[config.mk]
export PLATFORM = sky130hd
export DESIGN_NAME = button_debounce_bank
export DESIGN_NICKNAME = d
export VERILOG_FILES = /design/src/rtl/button_debounce_bank.sv
export SDC_FILE = /design/constraint.sdc
export NUM_CORES = 1
export LEC_CHECK = 0
export ABC_AREA = 1
export BUFFER_PORTS_ARGS = -buffer_cell sky130_fd_sc_hd__clkbuf_2
export CORE_ASPECT_RATIO = 1.5
export CORE_MARGIN = 2
export CORE_UTILIZATION = 45
export DETAILED_ROUTE_END_ITERATION = 8
export GPL_ROUTABILITY_DRIVEN = 0
export PLACE_DENSITY = 0.72
export REMOVE_ABC_BUFFERS = 1
export SETUP_SLACK_MARGIN = 0.02
export SLEW_MARGIN = 20
export SYNTH_ARGS = -nofsm -noshare
export SYNTH_HDL_FRONTEND = slang
export SYNTH_SLANG_ARGS = --single-unit
[constraint.sdc]
create_clock -name clk -period 1.9 [get_ports clk]
set_input_delay 0 -clock clk [delete_from_list [all_inputs] [get_ports clk]]
set_output_delay 0 -clock clk [all_outputs]
set_load 0.05 [all_outputs]
[src/rtl/button_debounce_bank.sv]
// Multi-channel push-button conditioner: synchroniser, stability-window debounce,
// registered press/release strobes. Define BUTTON_DEBOUNCE_BANK_AUTOREPEAT_EN for held-button auto-repeat.
module button_debounce_bank #(
   parameter int N_CH          = 4,
   parameter int STABLE_CNT    = 50000,
   parameter int SYNC_STAGES   = 2,
   parameter int REPEAT_DELAY  = 25000000,
   parameter int REPEAT_PERIOD = 5000000
) (
   input  logic            clk,
   input  logic            reset_n,
   input  logic [N_CH-1:0] btn_in,
   output logic [N_CH-1:0] btn_level,
   output logic [N_CH-1:0] btn_press,
   output logic [N_CH-1:0] btn_release
);

   localparam int CW = $clog2(STABLE_CNT + 1);
   localparam logic [CW-1:0] CNT_LAST = CW'(STABLE_CNT - 1);

`ifdef BUTTON_DEBOUNCE_BANK_AUTOREPEAT_EN
   localparam int RMAX = (REPEAT_DELAY > REPEAT_PERIOD) ? REPEAT_DELAY : REPEAT_PERIOD;
   localparam int RW   = $clog2(RMAX + 1);
   localparam logic [RW-1:0] DELAY_LAST  = RW'(REPEAT_DELAY - 1);
   localparam logic [RW-1:0] PERIOD_LAST = RW'(REPEAT_PERIOD - 1);
`endif

   for (genvar i = 0; i < N_CH; i++) begin : g_ch
      logic [SYNC_STAGES-1:0] sync_q;
      logic [CW-1:0]          cnt;
      logic                   level_q;
      logic                   press_q;
      logic                   release_q;
      logic                   sync;
      logic                   flip;

      assign sync = sync_q[SYNC_STAGES-1];
      // flip is true on the edge that completes a full window of disagreement
      assign flip = (sync != level_q) && (cnt == CNT_LAST);

      assign btn_level[i]   = level_q;
      assign btn_press[i]   = press_q;
      assign btn_release[i] = release_q;

      always_ff @(posedge clk or negedge reset_n) begin
         if (!reset_n) begin
            sync_q    <= '0;
            cnt       <= '0;
            level_q   <= 1'b0;
            release_q <= 1'b0;
         end else begin
            sync_q    <= {sync_q[SYNC_STAGES-2:0], btn_in[i]};
            release_q <= flip & ~sync;
            if (sync == level_q) begin
               cnt <= '0;
            end else if (cnt == CNT_LAST) begin
               level_q <= sync;
               cnt     <= '0;
            end else begin
               cnt <= cnt + CW'(1);
            end
         end
      end

`ifdef BUTTON_DEBOUNCE_BANK_AUTOREPEAT_EN
      logic [RW-1:0] rpt_cnt;
      logic          rpt_first;
      logic          rpt_hit;
      logic          rpt_fire;

      assign rpt_hit  = rpt_first ? (rpt_cnt == DELAY_LAST) : (rpt_cnt == PERIOD_LAST);
      // A falling flip wins over a due repeat so nothing coincides with release
      assign rpt_fire = level_q && !flip && rpt_hit;

      always_ff @(posedge clk or negedge reset_n) begin
         if (!reset_n) begin
            rpt_cnt   <= '0;
            rpt_first <= 1'b1;
            press_q   <= 1'b0;
         end else begin
            press_q <= (flip & sync) | rpt_fire;
            if (flip || !level_q) begin
               rpt_cnt   <= '0;
               rpt_first <= 1'b1;
            end else if (rpt_hit) begin
               rpt_cnt   <= '0;
               rpt_first <= 1'b0;
            end else begin
               rpt_cnt <= rpt_cnt + RW'(1);
            end
         end
      end
`else
      always_ff @(posedge clk or negedge reset_n) begin
         if (!reset_n) begin
            press_q <= 1'b0;
         end else begin
            press_q <= flip & sync;
         end
      end
`endif
   end

endmodule

* Word-level counts from Yosys, hierarchy flattened
Cells that the tools add are included.
Storage, ports and cells: latch bits 0, flip-flop bits (word level) 84, input port bits 6, bits in read-only memories 0, memory bits (writable) 0, memories kept 0, output and inout bits 12
Cells by class: multiplexer cells 8, reductions and logical operators 8, $add $sub $neg 4, bitwise gates (word level) 16, $mul 0, shift-type cells 0, eq/ne operators 12, div/mod/pow operators 0, order comparisons 0
Operators with widths (count):
- two-way mux 16 bit | 8
- adder 16 x 1 -> 16 bit, second input constant | 4
- equality test 16 bit, second input constant | 4
- bitwise AND 1 bit | 8
- inverter 1 bit | 8
- AND reduction 2 bit | 4
- equality test 1 bit | 4
- logical AND 1 bit | 4
- inequality test 1 bit | 4

* Depth between registers and ports, before layout
Gate-level depths: netlist (run 1).
depth in word-level cells 3, gate-level depth with buffers 8, mapped depth without buffers 8

* Worst setup path before layout (run 1)
OpenSTA, ideal clock, no wires.
path type register to register, start point reg g_ch[3].cnt[0], end point reg g_ch[3].cnt[0], data arrival time 1.178 ns, setup slack 0.649 ns, stages on the path, launching flop included 7, path through dfrtp_1 > ha_1 > nand3_1 > nor2_1 > nand2_1 > nand2_1 > nor2_1
Between the ends: word-level cells in the longest chain between the ends 3, elaborated cells on any way between the ends 4
RTL lines:
- start, declared | line 30 | logic [CW-1:0] cnt;
- start signal, assigned | line 60 | cnt <= cnt + CW'(1);
- adder 16 x 1 -> 16 bit / equality test 16 bit (equally long branches) | line 60, 56
- two-way mux 16 bit * | line 56 | end else if (cnt == CNT_LAST) begin
- two-way mux 16 bit * | line 54 | if (sync == level_q) begin
Mark *: on every way between the ends. The rest lies on a longest branch, timed or not. A chain may end at the register's enable or synchronous reset.

* Final worst setup path (run 1)
start point reg g_ch[3].cnt[0], end point reg g_ch[3].cnt[3]
Same word-level chain as after synthesis.

==> results.sh, run 1 <==
export IMPL_ir_drop_uv=528.1
export IMPL_routed_via_density=5.126
export IMPL_grt_pass1_wl_um=15810
export IMPL_mostFrequentLayoutCells="nor2_1, nand2_1, dfrtp_1"
export IMPL_pre_cts_slack_ns=0.4828
export IMPL_fin_worst_skew_ns=0.006296
export IMPL_drc_errors=0
export IMPL_crit_path_cell_trace="ha_1, nand3_1, nor2_1, nand2_1, nand2_1, nor2_1"
export IMPL_leakage_nw=2.300
export IMPL_finalSetupViolCount=0
export IMPL_regArea_sq_um=2102
export IMPL_fin_ws_ns=0.4755
export IMPL_diodes=0
export IMPL_layout_cells_most_common="nor2_1"
export IMPL_cts_hold_buf=5
export IMPL_drive_gt1_share_pct=11.79
export IMPL_start_kind="register"
export IMPL_dpl_hpwl_um=6497
export IMPL_clock_path_buffers=2
export IMPL_yosysWarnings=0
export IMPL_dr_pass1_iters=4
export IMPL_finalInstanceArea_sq_um=4933
export IMPL_clockRootBuffer="clkbuf_16"
export IMPL_final_nets=590
export IMPL_design_die_area_sq_um=10620
export IMPL_fill_cells=870
export IMPL_cpPeakStageDelay_ns=0.41
export IMPL_cts_tree="yes"
export IMPL_cp_required_ns=2.18
export IMPL_ioPinCount=18
export IMPL_async_flop_share_pct=100.0
export IMPL_port_buffers=17
export IMPL_antenna_found_initial=0
export IMPL_synth_cell_types=31
export IMPL_clock_latency_ns=0.35
export IMPL_cp_top_family="simple AND/OR/NAND/NOR gates"
export IMPL_final_hold_violation_count=0
export IMPL_grt_setup_unrepaired="no"
export IMPL_cts_buffers=9
export IMPL_slew_limit_headroom_pct=62.91
export IMPL_path_class="reg -> reg"
export IMPL_start_util_pct=45.75
export IMPL_grt_max_degree=44
export IMPL_fin_util_pct=51.21
export IMPL_drtAntennaViolNets=0
export IMPL_yosysSeqAreaShare_pct=47.69
export IMPL_drtIter0Drc=178
export IMPL_critPathMaxFanout=8
export IMPL_grt_util_all_layers_pct=18.45
export IMPL_max_freq_mhz=702.0
export IMPL_synth_seq_cells=84
export IMPL_wl_per_cell_um=12.80
export IMPL_synthesis_area_sq_um=4408
export IMPL_post_cts_resize_count=0
export IMPL_synth_edf_count=0
export IMPL_fin_crit_ns=1.424
export IMPL_syn_to_final_growth_pct=11.92
export IMPL_worst_pin_slew_ns=0.5564
export IMPL_core_sq_um=9634
export IMPL_grt_pass1_vias=3634
export IMPL_cts_sinks=84
export IMPL_postPlaceCellArea_sq_um=4559
export IMPL_rows=44
export IMPL_crit_buf_inv=0
export IMPL_setup_worst_path_end_class="register"
export IMPL_hold_ws_ns=0.1901
export IMPL_overflow=0
export IMPL_dieHeight_um=125.2
export IMPL_min_period_over_period_pct=74.97
export IMPL_max_cap_violations=0
export IMPL_power_density_nw_per_um2=788.1
export IMPL_vias=3588
export IMPL_h_tree_depth=3
export IMPL_synth_cells=560
export IMPL_slowest_stage="dfrtp_1"
export IMPL_post_cts_setup_buffer_count=0
export IMPL_worstPathArrival_ns=1.70
export IMPL_finalSetupTns_ns=0
export IMPL_multi_input_area_sq_um=1977
export IMPL_status="complete, no violations"
export IMPL_drv_slew=0
export IMPL_syn_avg_cell_area_sq_um=7.871
export IMPL_hp_class="in -> async"
export IMPL_ys_flop_type="dfrtp_1"
export IMPL_die_w_um=84.81
export IMPL_clkTransAtPathRegs_ns=0.06
export IMPL_routed_wl_um=8958
## path summary, 6_finish.rpt
check / startpoint / slack [ns] / depth (start not counted) / endpoint
max in group asynchronous: reset_n / 1.10 / 3 / g_ch[3].level_q
min: reset_n / 0.19 / 2 / g_ch[0].sync_q[0]
max reg2reg: g_ch[3].cnt[0] / 0.48 / 6 / g_ch[3].cnt[3]
max: g_ch[3].cnt[0] / 0.48 / 6 / g_ch[3].cnt[3]
min reg2reg: g_ch[0].sync_q[0] / 0.35 / 0 / g_ch[0].sync_q[1]
min in group clk: btn_in[3] / 0.30 / 2 / g_ch[3].sync_q[0]
## stage by stage
stage,cells,power [W]
finish,700,0.003888
global route,700,0.004026
CTS,700,0.003931
detailed placement,679,0.002012
global placement,679,0.002005
floorplan,546,0.001943
## kinds of logic (layout without fill, tap and decap cells)
kind of cell / after synthesis / count (layout) / share of synthesized area, %
compound gates: 22 / 22 / 3.009
xor+xnor: 28 / 28 / 5.564
fa+ha+maj: 4 / 4 / 1.135
buf+inv: 75 / 100 / 7.465
flops: 84 / 84 / 47.69
simple gates: 347 / 347 / 35.14
## layout make-up
cell class	instances	area share, %
tap	115	2.917
timing repair buffer	23	3.196
multi-input combinational	401	40.07
sequential	84	42.61
inverter	61	4.641
clock inverter	7	2.004
clock buffer	9	4.565
## worst reg2reg max path, stage by stage (launching register included)
cell,delay (ns)
dfrtp_1,0.41
ha_1,0.24
nand3_1,0.14
nor2_1,0.07
nand2_1,0.20
nand2_1,0.18
nor2_1,0.13
## flip-flops by register name, indices dropped and copies added (netlist names)
register,flops
g_ch.press_q,4
g_ch.release_q,4
g_ch.sync_q,8
g_ch.cnt,64
g_ch.level_q,4
## routing by layer
metal	routed length, um	vias up	global-route usage [%]
met5	0	-	0
met4	310	0	10.64
met3	230	25	2.904
met2	4715	72	31.87
met1	3702	1715	21.37
li1	-	1776	-
## cell usage after synthesis, types with 3 or more instances
cell | n | area share (%)
nand4_1 | 8 | 1.1
nand3_2 | 3 | 0.68
nand3_1 | 44 | 5.0
ha_1 | 4 | 1.1
nor2_1 | 149 | 13
o21bai_1 | 5 | 0.85
inv_1 | 58 | 4.9
nor3_1 | 8 | 0.91
nand2_4 | 3 | 0.77
xnor2_1 | 7 | 1.4
xor2_1 | 21 | 4.2
inv_2 | 3 | 0.26
nand2_1 | 102 | 8.7
nand2_2 | 6 | 0.85
dfrtp_1 | 84 | 48
a21oi_1 | 7 | 0.79
nor2_2 | 9 | 1.3
a31oi_1 | 5 | 0.71
buf_4 | 12 | 2.0
nor3_2 | 5 | 1.1
## power breakdown
part / total (W) / switching (W) / internal [W]
clock network: 0.00191 / 0.000746 / 0.00116
registers: 0.00185 / 0.0000290 / 0.00182
logic: 0.000136 / 0.0000908 / 0.0000450
total: 0.00389 / 0.000866 / 0.00302
(Power assumes the default switching activity.)
==> inputs of run 2 (changes only) <==
--- a/config.mk
+++ b/config.mk
@@ -5,14 +5,14 @@
 export SDC_FILE = /design/constraint.sdc
 export NUM_CORES = 1
 export LEC_CHECK = 0
-export ABC_AREA = 1
+export ABC_AREA = 0
 export BUFFER_PORTS_ARGS = -buffer_cell sky130_fd_sc_hd__clkbuf_2
 export CORE_ASPECT_RATIO = 1.5
 export CORE_MARGIN = 2
 export CORE_UTILIZATION = 45
 export DETAILED_ROUTE_END_ITERATION = 8
 export GPL_ROUTABILITY_DRIVEN = 0
-export PLACE_DENSITY = 0.72
+export PLACE_DENSITY = 0.75
 export REMOVE_ABC_BUFFERS = 1
 export SETUP_SLACK_MARGIN = 0.02
 export SLEW_MARGIN = 20
==> constraint.sdc (replaced) <==
create_clock -name clk -period 1.1 [get_ports clk]
set_input_delay 0 -clock clk [delete_from_list [all_inputs] [get_ports clk]]
set_output_delay 0 -clock clk [all_outputs]
set_load 0.05 [all_outputs]
==> run 2 against run 1 <==
  * The run now ends with setup timing left
  * Clock power rose by 94%
  * Die area fell by 12%
  * Sequential share of layout area is 7.8 points lower
  * Critical path type unchanged
  * Largest cell class is now multi-input combinational cells
==> results.sh, run 2 <==
export IMPL_overflow=0
export IMPL_diodes=0
export IMPL_clkTransAtPathRegs_ns=0.06
export IMPL_start_kind="register"
export IMPL_largest_reg_flops=64
export IMPL_clockRootBuffer="clkbuf_16"
export IMPL_synth_cells=366
export IMPL_cpPeakStageDelay_ns=0.59
export IMPL_syn_to_final_growth_pct=56.44
export IMPL_power_density_nw_per_um2=1209
export IMPL_p_sw_w=0.001532
export IMPL_worstPathArrival_ns=2.03
export IMPL_grt_pass1_wl_um=16550
export IMPL_h_tree_depth=3
export IMPL_regMostFlops="g_ch.cnt"
export IMPL_seq_power_share_pct=43.7
export IMPL_top_regs="g_ch.cnt x64, g_ch.sync_q x8"
export IMPL_status="finished, violations left"
export IMPL_ioPinCount=18
export IMPL_path_class="reg -> reg"
export IMPL_grt_setup_unrepaired="yes"
export IMPL_drc_errors=0
export IMPL_yosysSeqAreaShare_pct=54.37
export IMPL_drtAntennaViolNets=0
export IMPL_synth_cell_types=33
export IMPL_crit_start="g_ch[1].cnt[7]"
export IMPL_port_buffers=17
export IMPL_crit_path_cell_trace="or3_1, or4_4, buf_4, nor3b_2"
export IMPL_ir_drop_uv=966.9
export IMPL_start_util_pct=46.24
export IMPL_fin_worst_skew_ns=0.003011
export IMPL_cts_sinks=84
export IMPL_drive_gt1_share_pct=51.47
export IMPL_async_flop_share_pct=100.0
export IMPL_internal_power_w=0.005782
export IMPL_routed_wl_um=10790
export IMPL_max_freq_mhz=564.8
export IMPL_rows=41
export IMPL_fin_crit_ns=1.770
export IMPL_ys_flop_type="dfrtp_1"
export IMPL_synth_seq_cells=84
export IMPL_antenna_found_initial=0
export IMPL_grt_pass1_vias=3517
export IMPL_die_w_um=79.68
export IMPL_pre_cts_slack_ns=-0.6508
export IMPL_finalInstanceArea_sq_um=6048
export IMPL_worst_pin_slew_ns=0.4042
export IMPL_finalSetupTns_ns=-34.06
export IMPL_final_hold_violation_count=0
export IMPL_clockPowerShare_pct=50.8
export IMPL_cp_required_ns=1.36
export IMPL_cts_buffers=9
export IMPL_grt_max_degree=31
export IMPL_violations="setup timing"
export IMPL_synthTopCellsByCount="dfrtp_1, nor2_1, xnor2_1"
export IMPL_slew_limit_headroom_pct=72.81
export IMPL_r2r_setup_slack_ns=-0.67
export IMPL_wl_per_cell_um=17.51
export IMPL_postPlaceCellArea_sq_um=4773
export IMPL_dr_pass1_iters=4
export IMPL_setup_worst_path_end_class="register"
export IMPL_dieHeight_um=117.5
export IMPL_leakage_nw=2.516
export IMPL_cts_tree="yes"
export IMPL_r2r_start="g_ch[1].cnt[7]"
export IMPL_min_period_over_period_pct=160.9
export IMPL_synth_largest_area_cell="dfrtp_1"
export IMPL_reg2reg_depth=4
export IMPL_layout_cells_most_common="buf_4"
export IMPL_synthesis_area_sq_um=3866
export IMPL_slowest_stage="or4_4"
export IMPL_final_nets=514
export IMPL_drtIter0Drc=255
export IMPL_synth_edf_count=0
export IMPL_r2r_end="g_ch[1].release_q"
export IMPL_hp_class="in -> async"
export IMPL_mostFrequentLayoutCells="buf_4, dfrtp_1, xnor2_1"
export IMPL_clock_latency_ns=0.34
export IMPL_synthTopCellsByArea="dfrtp_1, xnor2_1, nor2_1"
export IMPL_p_comb_share_pct=5.5
export IMPL_max_cap_violations=0
export IMPL_fin_ws_ns=-0.6704
export IMPL_critPathMaxFanout=5
export IMPL_routed_via_density=5.323
export IMPL_crit_end="g_ch[1].release_q"
export IMPL_dpl_hpwl_um=5761
export IMPL_yosysWarnings=0
export IMPL_clock_path_buffers=2
export IMPL_p_sw_share_pct=20.94
export IMPL_drv_slew=0
export IMPL_design_die_area_sq_um=9364
export IMPL_synth_top_area_share_pct=54.37
export IMPL_synth_most_common_cell="dfrtp_1"
export IMPL_finalSetupViolCount=76
export IMPL_grt_util_all_layers_pct=22.59
export IMPL_syn_avg_cell_area_sq_um=10.56
export IMPL_core_sq_um=8362
export IMPL_vias=3279
-- run 2: cell types whose count changed in the layout (fill, tap and decap cells not counted), moves of 7 or more --
cell and change:
nor2_1 -123, buf_4 +109, nand2_1 -89, inv_1 -49
xnor2_1 +34, nand3_1 -25, nor2_2 +16, nor2_4 +14
xor2_1 -9, a21oi_1 -7, nor4_1 +7
-- run 2: through the flow --
stage          power [W]  hold WS, ns  instances  util, %
6_report        0.007313       0.1281        616    72.33
4_1_cts         0.007270       0.1316        610    67.68
3_3_place_gp    0.003504     -0.05752        577    57.09
2_1_floorplan   0.003319      -0.2956        350        -
3_5_place_dp    0.003516     -0.05404        577    57.09
5_1_grt         0.007513       0.1648        616    72.33
-- run 2: worst min path at each step --
stage | start | endpoint | slack, ns | depth (start not counted)
after floorplan | reset_n | g_ch[0].cnt[0] | -0.30 | 0
after global placement | reset_n | g_ch[0].sync_q[0] | -0.06 | 1
after detailed placement | reset_n | g_ch[2].cnt[15] | -0.05 | 1
after CTS | reset_n | g_ch[2].cnt[15] | 0.13 | 2
after global routing | reset_n | g_ch[2].cnt[15] | 0.16 | 2
final | reset_n | g_ch[2].cnt[15] | 0.13 | 2
-- run 2: logic make-up after synthesis --
kind of cell,count (synthesis),share of synthesized area (%)
muxes,4,1.262
adders and majority gates,4,1.295
AOI/OAI and AO/OA,6,0.9384
buffers and inverters,25,3.786
DFF,84,54.37
xor gates and xnor gates,57,12.91
and+or+nand+nor,186,25.44
-- run 2: timing repair --
item	CTS	global route
cloned	1	0
buffers inserted	11	7
hold endpoints to repair	88	0
pin swaps	61	31
resized for setup	90	72
endpoints found under the setup margin	79	79
hold buffers	5	0
-- run 2: final cells by class --
type,count,area (sq um)
Clock buffer,10,229.0
Fill cell,505,2313
Timing Repair Buffer,143,1177
Tap cell,107,133.9
Inverter,9,33.78
Multi-Input combinational cell,257,2231
Sequential cell,84,2107
Clock inverter,6,136.4
-- run 2: critical path: cells and delay by family, from the launching register on --
kind,cells,cell delay (ns)
buf+inv,1,0.17
simple gates,3,1.13
flops,1,0.38
-- run 2: routing by layer --
metal | global-route usage (%) | vias up | part of all wire [%]
met5 | 0 | - | 0
met4 | 11.64 | 0 | 3.3
met3 | 3.144 | 29 | 2.8
met2 | 38.92 | 63 | 57
met1 | 26.84 | 1652 | 37
li1 | - | 1535 | -
-- run 2: power by group through the flow --
stage	clock network, W	registers (W)	logic (W)
floorplan	0	0.00324	0.0000834
global placement	0	0.00323	0.000272
detailed placement	0	0.00324	0.000280
CTS	0.00373	0.00318	0.000357
global route	0.00387	0.00320	0.000446
finish	0.00371	0.00320	0.000406
==> inputs of run 3 (changes only) <==
--- a/config.mk
+++ b/config.mk
@@ -12,7 +12,8 @@
 export CORE_UTILIZATION = 45
 export DETAILED_ROUTE_END_ITERATION = 8
 export GPL_ROUTABILITY_DRIVEN = 0
-export PLACE_DENSITY = 0.75
+export PLACE_DENSITY = 0.72
+export RECOVER_POWER = 50
 export REMOVE_ABC_BUFFERS = 1
 export SETUP_SLACK_MARGIN = 0.02
 export SLEW_MARGIN = 20
==> constraint.sdc (replaced) <==
create_clock -name clk -period 2 [get_ports clk]
set_input_delay 0 -clock clk [delete_from_list [all_inputs] [get_ports clk]]
set_output_delay 0 -clock clk [all_outputs]
set_load 0.05 [all_outputs]
==> run 3 against run 2 <==
  * The run now ends clean
  * Routed wire length shrank 37%
  * Total power shrank 53%
  * Highest routed layer unchanged
  * Non-clock buffer count shrank 117
  * Largest power group is now sequential cells
  * Die area is the same
==> results.sh, run 3 (same netlist as run 2, synthesis figures left out) <==
export IMPL_setup_worst_path_end_class="register"
export IMPL_start_util_pct=46.24
export IMPL_fin_worst_skew_ns=0.005302
export IMPL_hp_class="in -> reg"
export IMPL_vias=2658
export IMPL_regMostFlops="g_ch.cnt"
export IMPL_drtIter0Drc=146
export IMPL_finalSetupTns_ns=0
export IMPL_r2r_start="g_ch[1].cnt[11]"
export IMPL_cts_tree="yes"
export IMPL_grt_util_all_layers_pct=16.18
export IMPL_post_cts_setup_buffer_count=0
export IMPL_worst_pin_slew_ns=1.073
export IMPL_dr_pass1_iters=4
export IMPL_clock_path_buffers=2
export IMPL_ioPinCount=18
export IMPL_cts_buffers=9
export IMPL_leakage_nw=1.780
export IMPL_ir_drop_uv=453.0
export IMPL_cts_hold_buf=5
export IMPL_clockRootBuffer="clkbuf_16"
export IMPL_port_buffers=17
export IMPL_die_w_um=79.68
export IMPL_max_cap_violations=0
export IMPL_fin_crit_ns=1.820
export IMPL_cts_sinks=84
export IMPL_hp_start="btn_in[2]"
export IMPL_critPathMaxFanout=6
export IMPL_h_tree_depth=3
export IMPL_start_kind="register"
export IMPL_top_regs="g_ch.cnt x64, g_ch.sync_q x8"
export IMPL_drtAntennaViolNets=0
export IMPL_dpl_hpwl_um=4622
export IMPL_max_freq_mhz=549.4
export IMPL_min_period_over_period_pct=91.00
export IMPL_final_hold_violation_count=0
export IMPL_clock_latency_ns=0.34
export IMPL_post_cts_resize_count=0
export IMPL_dieHeight_um=117.5
export IMPL_rows=41
export IMPL_grt_pass1_wl_um=11730
export IMPL_clkTransAtPathRegs_ns=0.06
export IMPL_design_die_area_sq_um=9364
export IMPL_largest_reg_flops=64
export IMPL_mostFrequentLayoutCells="dfrtp_1, nor2_1, xnor2_1"
export IMPL_crit_start="g_ch[1].cnt[11]"
export IMPL_diodes=0
export IMPL_grt_max_degree=46
export IMPL_core_sq_um=8362
export IMPL_grt_setup_unrepaired="no"
export IMPL_routed_wl_um=6767
export IMPL_slew_limit_headroom_pct=28.47
export IMPL_overflow=0
export IMPL_drv_slew=0
export IMPL_routed_via_density=5.327
export IMPL_path_class="reg -> reg"
export IMPL_worstPathArrival_ns=2.04
export IMPL_final_nets=397
export IMPL_cp_required_ns=2.22
export IMPL_grt_pass1_vias=2667
export IMPL_drc_errors=0
export IMPL_antenna_found_initial=0
export IMPL_power_density_nw_per_um2=786.7
export IMPL_drive_gt1_share_pct=11.73
export IMPL_layout_cells_most_common="dfrtp_1"
export IMPL_finalSetupViolCount=0
export IMPL_wl_per_cell_um=13.56
export IMPL_power_w=0.003408
export IMPL_status="complete, no violations"
export IMPL_syn_to_final_growth_pct=12.04
run 3: cell types whose count changed in the layout (fill, tap and decap cells not counted), sizes merged:
cell	previous run	this run
buf	124	3
clkbuf	24	30
bufinv	4	0
clkinv	1	4
clkinvlp	1	0
run 3: through the flow:
step / hold WS (ns) / instances / setup WS, ns / util (%) / cell area [sq um]
floorplan: -0.2956 / 350 / 0.2410 / - / 3754
global placement: 0.02557 / 478 / 0.2094 / 48.05 / 4018
CTS: 0.2129 / 499 / 0.1803 / 52.00 / 4348
global route: 0.3066 / 499 / 0.08328 / 51.80 / 4332
detailed placement: 0.03016 / 478 / 0.1914 / 48.05 / 4018
finish: 0.3017 / 499 / 0.1799 / 51.80 / 4332
run 3: report_power, final:
group	switching, W	internal [W]
Clock	0.000643	0.000904
Combinational	0.0000688	0.0000359
Sequential	0.0000284	0.00173
Total	0.000740	0.00267
run 3: routing by layer:
metal | part of all wire, % | vias up | track usage [%]
li1 | - | 1289 | -
met1 | 44 | 1325 | 19.56
met2 | 52 | 35 | 25.89
met3 | 2.5 | 9 | 3.528
met4 | 1.9 | 0 | 9.914
met5 | 0 | - | 0
run 3: area by class of cell:
type / count / area (sq um)
clock buffer: 12 / 256.5
sequential: 84 / 2102
tap: 107 / 133.9
fill: 753 / 4030
clock inverter: 4 / 23.77
inverter: 9 / 33.78
timing repair buffer: 26 / 163.9
multi-input combinational: 257 / 1618
run 3: path summary, 6_finish.rpt:
check                                     to  slack [ns]  cells past startpoint
setup / recovery             g_ch[1].level_q        0.18                      3
hold / removal             g_ch[2].sync_q[0]        0.30                      2
setup reg to reg             g_ch[1].level_q        0.18                      3
hold reg to reg            g_ch[2].sync_q[1]        0.35                      0
max in group asynchronous    g_ch[3].level_q        0.42                      3
min in group asynchronous  g_ch[0].sync_q[0]        0.39                      2
run 3: critical path, stage by stage (launching register included):
cell and delay [ns]:
dfrtp_1 0.43, or3_1 0.37, or4_4 0.59, mux2_4 0.31
